--- src/rtl/dac_ltc2624_tx_if.sv ---
// Request/response side of the LTC2624 write master: user logic drives master,
// the SPI engine sits on slave.
interface dac_ltc2624_tx_if;
    logic        start;
    logic [3:0]  cmd;
    logic [3:0]  addr;
    logic [11:0] data;
    logic        busy;
    logic        done;
    logic [31:0] echo;

    modport master (output start, cmd, addr, data, input busy, done, echo);
    modport slave  (input start, cmd, addr, data, output busy, done, echo);
endinterface

--- src/rtl/dac_ltc2624_tx.sv ---
// SPI write master for the LTC2624 quad DAC: one 32-bit frame per accepted request,
// MSB first on mosi/sck under dac_cs, with the DAC's SDO echo captured in parallel.
module dac_ltc2624_tx #(
    parameter int unsigned CLK_DIV = 2,
    parameter int unsigned CS_GAP  = 2
) (
    input  logic            clock_in,
    input  logic            rst_n,
    dac_ltc2624_tx_if.slave bus,
    input  logic            miso,
    output logic            dac_cs,
    output logic            mosi,
    output logic            sck,
    output logic            dac_clr
);

    typedef enum logic [2:0] {IDLE, SETUP, SHIFT_HI, SHIFT_LO, GAP} state_t;

    localparam logic [7:0] DIV_LAST = 8'(CLK_DIV - 1);
    localparam logic [7:0] GAP_LAST = 8'(CS_GAP - 1);

    state_t      state, state_d;
    logic [7:0]  div_cnt, div_d;
    logic [4:0]  bit_cnt, bit_d;
    logic        cs_d, sck_d, mosi_d, busy_d, done_d;
    logic        load, shift_tx, sample_rx, load_echo;
    logic [31:0] frame;
    logic [31:0] tx_sr;
    logic [31:0] rx_sr;
    logic        phase_end;

    assign frame     = {8'h00, bus.cmd, bus.addr, bus.data, 4'h0};
    assign phase_end = (div_cnt == DIV_LAST);

    always_ff @(posedge clock_in or negedge rst_n) begin
        if (!rst_n) begin
            state    <= IDLE;
            div_cnt  <= '0;
            bit_cnt  <= '0;
            dac_cs   <= 1'b1;
            sck      <= 1'b0;
            mosi     <= 1'b0;
            dac_clr  <= 1'b0;
            bus.busy <= 1'b0;
            bus.done <= 1'b0;
            bus.echo <= '0;
        end else begin
            state    <= state_d;
            div_cnt  <= div_d;
            bit_cnt  <= bit_d;
            dac_cs   <= cs_d;
            sck      <= sck_d;
            mosi     <= mosi_d;
            dac_clr  <= 1'b1;
            bus.busy <= busy_d;
            bus.done <= done_d;
            if (load_echo) bus.echo <= rx_sr;
        end
    end

    // Shift registers carry no reset: they are always fully reloaded before use.
    always_ff @(posedge clock_in) begin
        if (load)
            tx_sr <= {frame[30:0], 1'b0};
        else if (shift_tx)
            tx_sr <= {tx_sr[30:0], 1'b0};
        if (sample_rx)
            rx_sr <= {rx_sr[30:0], miso};
    end

    always_comb begin
        state_d   = state;
        div_d     = div_cnt + 8'd1;
        bit_d     = bit_cnt;
        cs_d      = dac_cs;
        sck_d     = sck;
        mosi_d    = mosi;
        busy_d    = bus.busy;
        done_d    = 1'b0;
        load      = 1'b0;
        shift_tx  = 1'b0;
        sample_rx = 1'b0;
        load_echo = 1'b0;
        case (state)
            IDLE: begin
                div_d = '0;
                if (bus.start) begin
                    load    = 1'b1;
                    cs_d    = 1'b0;
                    mosi_d  = frame[31];
                    busy_d  = 1'b1;
                    bit_d   = '0;
                    state_d = SETUP;
                end
            end
            SETUP: begin
                if (phase_end) begin
                    div_d   = '0;
                    sck_d   = 1'b1;
                    state_d = SHIFT_HI;
                end
            end
            SHIFT_HI: begin
                // Echo sampled on the clock that drops sck; the next mosi bit leaves on the same edge.
                if (phase_end) begin
                    div_d     = '0;
                    sck_d     = 1'b0;
                    sample_rx = 1'b1;
                    shift_tx  = 1'b1;
                    mosi_d    = tx_sr[31];
                    state_d   = SHIFT_LO;
                end
            end
            SHIFT_LO: begin
                if (phase_end) begin
                    div_d = '0;
                    bit_d = bit_cnt + 5'd1;
                    if (bit_cnt == 5'd31) begin
                        cs_d      = 1'b1;
                        done_d    = 1'b1;
                        load_echo = 1'b1;
                        state_d   = GAP;
                    end else begin
                        sck_d   = 1'b1;
                        state_d = SHIFT_HI;
                    end
                end
            end
            GAP: begin
                if (div_cnt == GAP_LAST) begin
                    div_d   = '0;
                    busy_d  = 1'b0;
                    state_d = IDLE;
                end
            end
            default: state_d = IDLE;
        endcase
    end

endmodule

--- src/flat_wrapper.sv ---
// flat-port wrapper written by rule: the top's interface ports become plain ports
module dac_ltc2624_tx_flat 
#(
    parameter int unsigned CLK_DIV = 2,
    parameter int unsigned CS_GAP  = 2
)
  (clock_in, rst_n, miso, dac_cs, mosi, sck, dac_clr, bus_start, bus_cmd, bus_addr, bus_data, bus_busy, bus_done, bus_echo);
  dac_ltc2624_tx_if bus_i ();
  input  logic clock_in;
  input  logic rst_n;
  input  logic miso;
  output logic dac_cs;
  output logic mosi;
  output logic sck;
  output logic dac_clr;
  input wire logic [$bits(bus_i.start)-1:0] bus_start;
  input wire logic [$bits(bus_i.cmd)-1:0] bus_cmd;
  input wire logic [$bits(bus_i.addr)-1:0] bus_addr;
  input wire logic [$bits(bus_i.data)-1:0] bus_data;
  output wire logic [$bits(bus_i.busy)-1:0] bus_busy;
  output wire logic [$bits(bus_i.done)-1:0] bus_done;
  output wire logic [$bits(bus_i.echo)-1:0] bus_echo;
  assign bus_i.start = bus_start;
  assign bus_i.cmd = bus_cmd;
  assign bus_i.addr = bus_addr;
  assign bus_i.data = bus_data;
  assign bus_busy = bus_i.busy;
  assign bus_done = bus_i.done;
  assign bus_echo = bus_i.echo;
  dac_ltc2624_tx #(.CLK_DIV(CLK_DIV), .CS_GAP(CS_GAP)) u_core (.clock_in(clock_in), .rst_n(rst_n), .bus(bus_i), .miso(miso), .dac_cs(dac_cs), .mosi(mosi), .sck(sck), .dac_clr(dac_clr));
endmodule
--- config.mk ---
export PLATFORM = sky130hd
export DESIGN_NAME = dac_ltc2624_tx_flat
export DESIGN_NICKNAME = d
export VERILOG_FILES = /design/src/rtl/dac_ltc2624_tx_if.sv /design/src/rtl/dac_ltc2624_tx.sv /design/src/flat_wrapper.sv
export SDC_FILE = /design/constraint.sdc
export NUM_CORES = 1
export LEC_CHECK = 0
export CORE_UTILIZATION = 58
export DETAILED_ROUTE_END_ITERATION = 8
export PLACE_DENSITY = 0.91
export SLEW_MARGIN = 20
export SYNTH_ARGS = -nofsm -noshare
export SYNTH_HDL_FRONTEND = slang
export SYNTH_SLANG_ARGS = --single-unit
--- constraint.sdc ---
create_clock -name clock_in -period 5.9 [get_ports clock_in]
set_clock_uncertainty 0.1 [all_clocks]
set_input_delay 1.18 -clock clock_in [delete_from_list [all_inputs] [get_ports clock_in]]
set_output_delay 1.18 -clock clock_in [all_outputs]
set_load 0.05 [all_outputs]
==> results_dict.tcl <==
set metrics [dict create \
    cts_hold_buf 0 \
    hold_start "u_core.rx_sr[1]" \
    ys_ff_latch 113 \
    post_cts_buffers 0 \
    die-width_um 90.1 \
    start_util_pct 61.1 \
    setup_viol 0 \
    yosys_warnings 0 \
    clkLatencyLatePin_ns 0.52 \
    worst-path-max-fanout 36 \
    synthFlopType "dfrtp_1" \
    via_per_inst 5.52 \
    cellLeakagePower_nw 2.55 \
    critical-path-max-stage-delay_ns 0.95 \
    cts_tree "done" \
    grt_pass1_wl_um 14700 \
    drtIter0Drc 248 \
    worst-endpoint-arrival_ns 3.36 \
    post-route-period-util_pct 56.3 \
    cts_htree_levels 4 \
    clk_path_buf_depth 2 \
    max_slew_margin_pct 37.7 \
    final.setup.tns_ns 0 \
    cp.required_ns 5.94 \
    period_minus_slack_ns 3.32 \
    drt_first_pass_iters 5 \
    post_cts_resized 0 \
    grt_max_degree 55 \
    worst_pin_slew_ns 0.924 \
    grt_pass1_vias 2737 \
    crit_family "simple AND/OR/NAND/NOR gates" \
    path_class "in -> reg" \
    drv_cap 0 \
    drive_gt1_share_pct 18.8 \
    postSynthCellCount 320 \
    fill_cells 401 \
    use_met2_pct 37.9 \
    portBuffers 61 \
    overflow 0 \
    power_density_nw_per_um2 329 \
    path_clk_slew_ns 0.06 \
    ys_seq_area_share_pct 67.8 \
    fp.dieH_um 90.1 \
    gp_congestion 0.856 \
    avgSynthCellArea_um2 14.1 \
    ios 62 \
    worstSetupStartpointType "input pin" \
    synth_nets 348 \
    gr-usage-met3_pct 7.61 \
    met1_usage_pct 32.2 \
    clock_sinks 113 \
    rsz0062_at_grt "false" \
    numCtsBuffers 17 \
    ant_nets 0 \
    fmax_mhz 301 \
    critical-path-slowest-cell "or4b_2" \
    clockRootBuffer "clkbuf_8" \
    hold_path_class "reg -> reg" \
    synth-async-reset-ratio_pct 47.8 \
    nets 415 \
    fp.coreArea_um2 7370 \
    grt.total_usage_pct 24.2 \
    busiest_layer "met2" \
    antenna_found_initial 0 \
    path_buf_inv 1 \
    drt-wirelength-per-cell_um 17.8 \
    r2r-start "u_core.state[0]" \
    hpwl_um 4870 \
    place_inst 467 \
    cp_cell_sequence "clkdlybuf4s50_1, or4b_2, nand2_1" \
    vias 2755 \
    area_delta_synth_final_pct 28.0 \
    status "completed" \
    place_area_um2 5140 \
    synth_cell_type_count 40 \
    drc_errors 0 \
    startpoint "bus_start" \
    cp-end-kind "flip-flop" \
    antenna_cells 0 \
    syn_area_um2 4500 \
    rows 31 \
    dieArea_um2 8120 \
    final_cell_area_um2 5770 \
    finalHoldViolCount 0 \
    fin_cells 499 \
    synth_edf_count 52 \
    wirelength_um 8860 \
    ir_drop_mv 0.200 \
    maxSlewViolCount 0 \
]
[routing by layer]
metal / wire length (um) / vias to the layer above
met5: 0 / -
met1: 3820 / 1383
met2: 4470 / 98
li1: - / 1261
met4: 89 / 0
met3: 479 / 13
[worst paths after layout]
check	to	slack [ns]	cells after the start
min	u_core.rx_sr[2]	0.35	0
max	u_core.tx_sr[14]	2.58	3
max in group asynchronous	u_core.bus.echo[2]	4.55	2
min in group asynchronous	u_core.bus.echo[22]	0.69	2
max reg2reg	u_core.tx_sr[14]	3.10	2
min reg2reg	u_core.rx_sr[2]	0.35	0
[per-stage QoR]
step           hold WS (ns)  total power, mW  utilization (%)  setup slack (ns)
2_1_floorplan         0.322            0.840                -              2.80
3_3_place_gp          0.331            0.865             69.7              2.12
3_5_place_dp          0.335            0.865             69.8              2.05
4_1_cts               0.349             1.91             78.3              2.59
5_1_grt               0.362             1.95             78.3              2.43
6_report              0.349             1.90             78.3              2.58
[report_power, final]
part | switching [mW] | total, mW | internal, mW
Sequential | 0.000486 | 0.820 | 0.820
Combinational | 0.0138 | 0.0295 | 0.0157
Clock | 0.360 | 1.05 | 0.690
[final cells by class]
| class | instances | area (um^2) | share of cell area (%) |
|---|---|---|---|
| Inverter | 7 | 26.3 | 0.456 |
| Timing Repair Buffer | 64 | 628 | 10.9 |
| Sequential cell | 113 | 3050 | 53.0 |
| Clock inverter | 12 | 155 | 2.69 |
| Clock buffer | 20 | 467 | 8.09 |
| Tap cell | 99 | 124 | 2.15 |
| Multi-Input combinational cell | 184 | 1310 | 22.8 |
[state kept, by name, indices dropped and copies added, names as in the netlist]
| signal | cells |
|---|---|
| u_core.tx_sr | 27 |
| u_core.mosi | 1 |
| u_core.bus.echo | 32 |
| u_core.bus.done | 1 |
| u_core.rx_sr | 32 |
| u_core.bit_cnt | 5 |
| u_core.state | 3 |
| u_core.sck | 1 |
| u_core.bus.busy | 1 |
| u_core.dac_clr | 1 |
| u_core.dac_cs | 1 |
| u_core.div_cnt | 8 |
[synthesized netlist by cell type (all sizes together), types with 2 or more instances]
cell     n  area share, %
nand2   76            6.3
dfrtp   53             29
edfxtp  52             35
mux2    33             11
mux2i   12            2.7
clkbuf  10           0.83
a21oi    8           0.89
dfxtp    7            3.1
inv      7           0.58
buf      6            1.9
nand3    6           0.67
nand4    5           0.69
ha       4            1.1
o21ai    4           0.44
or3      4           0.56
a22oi    3           0.50
nand2b   3           0.42
nor2     3           0.25
nor3     3           0.33
nor4     2           0.28
nor4b    2           0.39
o22ai    2           0.28
or4b     2           0.44
xor2     2           0.39
[kinds of logic (layout without fill, tap and decap cells)]
kind of cell / count (synthesis) / in the layout / synth area share [%]
compound gates: 21 / 21 / 2.78
xor+xnor: 3 / 3 / 0.583
fa+ha+maj: 4 / 4 / 1.11
buf+inv: 23 / 103 / 3.36
flops: 113 / 113 / 67.8
mux: 45 / 45 / 13.2
other cells: 1 / 1 / 0.0833
simple gates: 110 / 110 / 11.0
[worst register-to-register path, stage by stage (launching register included)]
cell and delay (ns):
dfrtp_1 0.52, or4b_2 1.05, nand2_1 0.76
[layout by cell type (no fill, tap or decap), drive strengths merged, types with 2 or more instances in the layout]
master	instances
a21oi	8
a22oi	3
buf	4
bufinv	3
clkbuf	20
clkdlybuf4s50	60
clkinv	7
clkinvlp	2
dfrtp	53
dfxtp	7
edfxtp	52
ha	4
inv	7
mux2	33
mux2i	12
nand2	76
nand2b	3
nand3	6
nand4	5
nor2	3
nor3	3
nor4	2
nor4b	2
o21ai	4
o22ai	2
or3	4
or4b	2
xor2	2
Power figures use the tool's default switching activity.
